`src/rtl/spi_rd_master.sv`:
```
// spi_rd_master: SPI mode-0 read initiator for the 5-bit-address /
// 16-bit-data ROM responder. A transaction is 51 equal-length phases:
// PRE_L, PRE_H (CS-high sck edge resynchronises the responder), SEL,
// then 24 sck periods (48 phases), then a single FIN cycle with done.
module spi_rd_master #(
    parameter int CLK_DIV = 2
) (
    input  logic        clk,
    input  logic        rst,
    input  logic        start,
    input  logic [4:0]  addr_i,
    output logic        busy,
    output logic        done,
    output logic [15:0] data_o,
    output logic        sck_o,
    output logic        cs_n_o,
    output logic        sdi_o,
    input  logic        sdo_i
);

    localparam int unsigned DIVW = (CLK_DIV > 1) ? $clog2(CLK_DIV) : 1;
    localparam logic [DIVW-1:0] DIV_LAST = DIVW'(CLK_DIV - 1);

    typedef enum logic [2:0] {
        ST_IDLE,
        ST_PRE_L,
        ST_PRE_H,
        ST_SEL,
        ST_SHIFT,
        ST_FIN
    } state_t;

    state_t          r_state;
    logic [DIVW-1:0] r_div;
    logic            r_hi;
    logic [4:0]      r_k;
    logic [4:0]      r_addr;
    logic [15:0]     r_shift;
    logic            w_phase_end;

    assign w_phase_end = (r_div == DIV_LAST);

    // Sequencer: phase timing, sck/cs generation, address shift-out, data capture.
    always_ff @(posedge clk) begin
        if (rst) begin
            r_state <= ST_IDLE;
            r_div   <= '0;
            r_hi    <= 1'b0;
            r_k     <= '0;
            r_addr  <= '0;
            r_shift <= '0;
            busy    <= 1'b0;
            done    <= 1'b0;
            data_o  <= '0;
            sck_o   <= 1'b0;
            cs_n_o  <= 1'b1;
            sdi_o   <= 1'b0;
        end else begin
            if ((r_state == ST_IDLE) || (r_state == ST_FIN) || w_phase_end) begin
                r_div <= '0;
            end else begin
                r_div <= r_div + 1'b1;
            end

            case (r_state)
                ST_IDLE: begin
                    if (start) begin
                        r_addr  <= addr_i;
                        busy    <= 1'b1;
                        sdi_o   <= 1'b0;
                        r_state <= ST_PRE_L;
                    end
                end
                ST_PRE_L: begin
                    if (w_phase_end) begin
                        sck_o   <= 1'b1;
                        r_state <= ST_PRE_H;
                    end
                end
                ST_PRE_H: begin
                    if (w_phase_end) begin
                        sck_o   <= 1'b0;
                        cs_n_o  <= 1'b0;
                        r_state <= ST_SEL;
                    end
                end
                ST_SEL: begin
                    if (w_phase_end) begin
                        sck_o   <= 1'b1;
                        r_hi    <= 1'b1;
                        r_k     <= 5'd1;
                        r_state <= ST_SHIFT;
                    end
                end
                ST_SHIFT: begin
                    if (w_phase_end) begin
                        if (r_hi) begin
                            // Falling edge after edge k presents the bit the responder samples at edge k+1.
                            sck_o <= 1'b0;
                            r_hi  <= 1'b0;
                            if (r_k <= 5'd5) begin
                                sdi_o  <= r_addr[4];
                                r_addr <= {r_addr[3:0], 1'b0};
                            end else begin
                                sdi_o <= 1'b0;
                            end
                        end else if (r_k == 5'd24) begin
                            cs_n_o  <= 1'b1;
                            done    <= 1'b1;
                            data_o  <= r_shift;
                            r_state <= ST_FIN;
                        end else begin
                            // Sample the pin before the responder updates it on this rising edge.
                            sck_o <= 1'b1;
                            r_hi  <= 1'b1;
                            r_k   <= r_k + 5'd1;
                            if (r_k >= 5'd8) begin
                                r_shift <= {r_shift[14:0], sdo_i};
                            end
                        end
                    end
                end
                ST_FIN: begin
                    done    <= 1'b0;
                    busy    <= 1'b0;
                    r_state <= ST_IDLE;
                end
                default: begin
                    r_state <= ST_IDLE;
                end
            endcase
        end
    end

endmodule

```
`config.mk`:
```
export PLATFORM = sky130hd
export DESIGN_NAME = spi_rd_master
export DESIGN_NICKNAME = d
export VERILOG_FILES = /design/src/rtl/spi_rd_master.sv
export SDC_FILE = /design/constraint.sdc
export NUM_CORES = 1
export LEC_CHECK = 0
export ABC_AREA = 1
export BUFFER_PORTS_ARGS = -buffer_cell sky130_fd_sc_hd__buf_2
export CAP_MARGIN = 20
export CORE_ASPECT_RATIO = 1.25
export CORE_MARGIN = 2
export CORE_UTILIZATION = 45
export CTS_CLUSTER_DIAMETER = 200
export DETAILED_ROUTE_END_ITERATION = 10
export GPL_TIMING_DRIVEN = 0
export HOLD_SLACK_MARGIN = 0.08
export PLACE_DENSITY_LB_ADDON = 0.1
export SLEW_MARGIN = 20
export SYNTH_ARGS = -nofsm -noshare
export SYNTH_HDL_FRONTEND = slang
export SYNTH_SLANG_ARGS = --single-unit
```
`constraint.sdc`:
```
create_clock -name clk -period 1.7 [get_ports clk]
set_input_delay 0.085 -clock clk [delete_from_list [all_inputs] [get_ports clk]]
set_output_delay 0.085 -clock clk [all_outputs]
set_load 0.01 [all_outputs]
```
==> metrics, run 1 <==
cells after synthesis 335; Die H 85.7 µm; fmax 631 MHz; Ports 30; diode count 0; clock slew at reported path FFs 0.10 ns; commonest non-fill, non-tap cell in the layout nor2_1; CTS Buffer Depth 2; Sw Pwr 1.07 mW; Die Area 0.00595 mm²; fin. max-slew vios 0; Via Count 2115; buffers plus inverters on the worst setup path 4; GRT Util Overall 0.176; Clock Sink Count 52; Gate power share 0.298; RD Place Congestion 0.887; vias in the first global route 1837; Synth top area share 0.433; Cell variety after synth 32; Routed Antenna Nets 0; top cells by area, synth dfxtp_1 (43%), nor2_1 (14%), o21ai_0 (8.1%); sequential fraction of design power 0.464; Synth area leader dfxtp_1; Finish-stage setup viols 0; final instance area 0.00278 mm²; initial antenna violation count 0; outcome complete, no violations; Final Skew 0.00587 ns; drt total wl 5180 µm; Slew @ Worst Pin 0.499 ns; CTS tree done; internal power 1.99 mW; Syn Nets 347; Crit-path slowest cell dfxtp_4; CP Data Required Time 1.90 ns; Post-route DRC 0; nets 388; Core Region 0.00512 mm²; crit-path max cell delay 0.37 ns; detailed-router iteration count before antenna repair 4; clk root buf clkbuf_8; critical path class reg2reg; CP Max Fanout 10; synthesized flop and latch total 52; power per cell area 1100 mW/mm²; cell total after placement 425; Net Sw Frac 0.349; Post-DP Area 0.00262 mm²; DRT iter0 DRCs 116; Final Cycle Share 0.932; final hold violations 0; Startpoint Class register; Clock Latency Late Sink 0.30 ns; Min-Delay Path Class in2reg; Finished Layout Cells 439; crit end category register; HPWL Detailed 3690 µm; Area Growth Syn to Fin 15.6%; most frequent cells in the layout nor2_1 (92), dfxtp_1 (50), nand2_1 (48); vias per cell 4.82; total of max-cap violations 0; fraction of layout cells with a size suffix above 1 0.188; gr ovfl total 0; clock network fraction of design power 0.238; Final Hold Slack 0.119 ns; Post-synth ARST share 0; Peak VDD IR 0.000586 V; yosys warns 0; Die W 69.4 µm; main flop type after synthesis dfxtp_1; Post-synth EDFFs 0; IO Port Bufs 28; Starting Density 0.470; Slew HR 0.667; Synth Cell Area 0.00240 mm²; sequential area share after synthesis 0.433; LEAKAGE 1.25 nW; std cell rows 29; H-tree depth 2; first-pass GRT wire length 8510 µm; Worst Path Arrival 1.79 ns; largest net degree at the start of global routing 18; Final Power 3.06 mW; cell family with the largest share of critical-path delay simple AND/OR/NAND/NOR gates; CP cell instances inv_1 -> ha_1 -> nand2_1 -> inv_1 -> nand2_2 -> nand2_1 -> inv_2 -> nand2_4 -> buf_4 -> o21ai_0 -> nor2_1; CTS buffer count 5; Mean Syn Cell Area 7.17 µm²; final worst path period need 1.58 ns; WL/cell 11.8 µm
[power by group through the flow]
stage | clock network (mW) | registers (mW) | logic, mW
after CTS | 0.758 | 1.43 | 0.899
final | 0.728 | 1.42 | 0.910
after floorplan | 0 | 1.45 | 0.703
after detailed placement | 0 | 1.45 | 0.890
after global routing | 0.805 | 1.44 | 1.02
after global placement | 0 | 1.45 | 0.886
[per-layer routing]
layer / wire (µm) / vias up / global-route usage / share of wire
li1: - / 1149 / - / -
met1: 2450 / 936 / 0.230 / 0.47
met2: 2540 / 23 / 0.291 / 0.49
met3: 124 / 7 / 0.0353 / 0.024
met4: 65 / 0 / 0.0606 / 0.013
met5: 0 / - / 0 / 0
[worst min-delay path, stage by stage]
cell,delay [ns]
buf_2,0.08
nand2_1,0.04
nand3_1,0.07
nand2_1,0.05
nor2_1,0.07
[final cells by class]
class | count | area, µm²
plain buffers | 16 | 120
clock buffers | 5 | 68.8
clock inverters | 3 | 22.5
fillers | 544 | 2340
inverters | 28 | 118
multi-input cells | 239 | 1130
flip-flops and latches | 52 | 1050
well taps | 62 | 77.6
repair buffers | 34 | 190
[metrics by stage]
step	TNS (ns)	util	setup slack, ns
finish	0	0.543	0.116
global route	-0.0117	0.543	-0.00575
CTS	0	0.535	0.00746
detailed placement	-0.528	0.512	-0.0817
global placement	-0.245	0.512	-0.0780
floorplan	0	-	0.190
[synth_stat cells, types with 3 or more instances]
| library cell | number |
|---|---|
| nor2_1 | 92 |
| nor2_2 | 3 |
| ha_1 | 3 |
| a21oi_1 | 8 |
| nand4_1 | 3 |
| inv_1 | 22 |
| clkbuf_1 | 5 |
| dfxtp_1 | 52 |
| nand3_1 | 23 |
| o21ai_0 | 39 |
| buf_2 | 3 |
| inv_2 | 4 |
| nand2_1 | 48 |
| buf_6 | 5 |
| nand2_4 | 3 |
[state kept, by name, summed over array words and instances (netlist names)]
register / count
r_shift: 16
busy: 1
r_div: 1
cs_n_o: 1
r_k: 5
done: 1
r_state: 3
sdi_o: 1
sck_o: 1
data_o: 16
r_addr: 5
r_hi: 1
[path summary, 6_finish.rpt]
check,startpoint,endpoint,slack (ns),cells past startpoint
worst min register to register,cs_n_o,cs_n_o,0.48,2
worst max register to register,r_k[1],r_shift[5],0.12,11
worst min-delay path,addr_i[0],r_addr[0],0.12,5
worst max-delay path,r_k[1],r_shift[5],0.12,11
[repair_timing]
item / 4_1_cts / 5_1_grt
hold buffers: 2 / 0
setup buffers: 0 / 4
gates resized for setup: 3 / 12
endpoints found under the setup margin: 10 / 19
hold endpoints to repair: 2 / 0
[cell families after synthesis]
kind of cell | Yosys count | share of synthesized area
XOR/XNOR | 1 | 0.00364
adder cells (fa/ha/maj) | 3 | 0.0156
AO/OA/AOI/OAI | 56 | 0.128
buffers and inverters | 44 | 0.0968
flip-flops | 52 | 0.433
AND/OR/NAND/NOR | 179 | 0.323
No activity file was read; power rests on OpenSTA's default activity.
==> run 2: changes to the inputs <==
CORE_MARGIN = not set   (was 2)
clock period = 1.65 ns   (was 1.7 ns; I/O delays follow)
==> metrics, run 2 (synthesis gave the netlist of run 1 again) <==
most frequent cells in the layout nor2_1 (92), dfxtp_1 (50), nand2_1 (47); Slew @ Worst Pin 0.533 ns; Clock Sink Count 52; Core Region 0.00512 mm²; crit end category register; biggest regs data_o x16, r_shift x16; Worst Path Arrival 1.79 ns; fin. max-slew vios 0; met1 global-route usage 0.255; vias in the first global route 1867; Min-Delay Path Class in2reg; HPWL Detailed 3690 µm; met3 Usage GRT 0.0369; CP cell instances inv_1 -> ha_1 -> nand2_1 -> inv_1 -> nand2_2 -> nand2_2 -> inv_2 -> nand2_4 -> buf_6 -> o21ai_1 -> nor2_1; detailed-router iteration count before antenna repair 4; gr busiest metal met2; Slew HR 0.644; std cell rows 29; power per cell area 1170 mW/mm²; reg2reg setup slack 0.06 ns; drt total wl 5160 µm; Die Area 0.00564 mm²; clock slew at reported path FFs 0.10 ns; unrepaired setup endpoints after global routing true; DRT iter0 DRCs 110; largest net degree at the start of global routing 17; Routed Antenna Nets 0; Ports 30; setup slack after placement -0.142 ns; LEAKAGE 1.25 nW; min-delay src start; fraction of layout cells with a size suffix above 1 0.187; clk root buf clkbuf_8; Starting Density 0.470; Crit-path slowest cell dfxtp_4; crit-path max cell delay 0.38 ns; CTS Buffer Depth 2; CP Max Fanout 10; Reg-to-Reg Start r_k[0]; Area Growth Syn to Fin 16.1%; outcome complete, no violations; nets 385; initial antenna violation count 0; Finish-stage setup viols 0; final hold violations 0; cell total after placement 425; gr ovfl total 0; Setup WS post-layout 0.0600 ns; CP startpoint r_k[0]; Startpoint Class register; first-pass GRT wire length 8530 µm; H-tree depth 2; Via Count 2167; critical path class reg2reg; WL/cell 11.8 µm; Die W 67.4 µm; Finished Layout Cells 436; commonest non-fill, non-tap cell in the layout nor2_1; Final Cycle Share 0.964; CP Data Required Time 1.85 ns; fmax 629 MHz; IO Port Bufs 28; Die H 83.7 µm; Final Power 3.27 mW; GRT Util Overall 0.196; total of max-cap violations 0; RD Place Congestion 0.848; Peak VDD IR 0.000621 V; Clock Latency Late Sink 0.30 ns; final worst path period need 1.59 ns; met2 Use GR 0.323; vias per cell 4.97; CTS tree done; Setup TNS 0 ns; CTS buffer count 5; Final Skew 0.00936 ns; diode count 0; Post-route DRC 0
run 2: stage by stage:
step / hold slack [ns] / utilization / cell area [µm²]
CTS: 0.0804 / 0.538 / 2750
global route: 0.0928 / 0.546 / 2790
global placement: 0.343 / 0.512 / 2620
detailed placement: 0.365 / 0.512 / 2620
finish: 0.0865 / 0.546 / 2790
floorplan: 0.245 / - / 2400
run 2: path summary, 6_finish.rpt:
| path | end | depth (start not counted) |
|---|---|---|
| setup reg to reg | r_shift[6] | 11 |
| hold / removal | busy | 3 |
| setup / recovery | r_shift[6] | 11 |
| hold reg to reg | cs_n_o | 2 |
run 2: final cells by class:
class                           count  area, µm²
Tap cell                           62       77.6
Sequential cell                    52       1050
Fill cell                         532       2320
Buffer                             15        113
Clock inverter                      3       42.5
Clock buffer                        5       68.8
Timing Repair Buffer               32        185
Multi-Input combinational cell    239       1140
Inverter                           28        120
run 2: per-layer routing:
metal | up-vias | routed length [µm]
met1 | 978 | 2330
met2 | 40 | 2630
met3 | 5 | 165
met5 | - | 0
li1 | 1144 | -
met4 | 0 | 42
run 2: critical path, delay by kind of cell, from the launching register on:
kind            cells  cell delay, ns
flops               1            0.38
fa+ha+maj           1            0.20
compound gates      1            0.14
buf+inv             4            0.35
simple gates        5            0.42
run 2: power by group:
group / total, mW / internal, mW / switching [mW]
clock: 0.869 / 0.449 / 0.420
combinational: 0.933 / 0.362 / 0.571
sequential: 1.47 / 1.38 / 0.0906
total: 3.27 / 2.19 / 1.08
run 2: what timing repair did:
action,in CTS,in global routing
endpoints found under the setup margin,12,21
hold buffers,1,0
hold endpoints to repair,1,0
buffers inserted,0,3
gates resized for setup,7,19
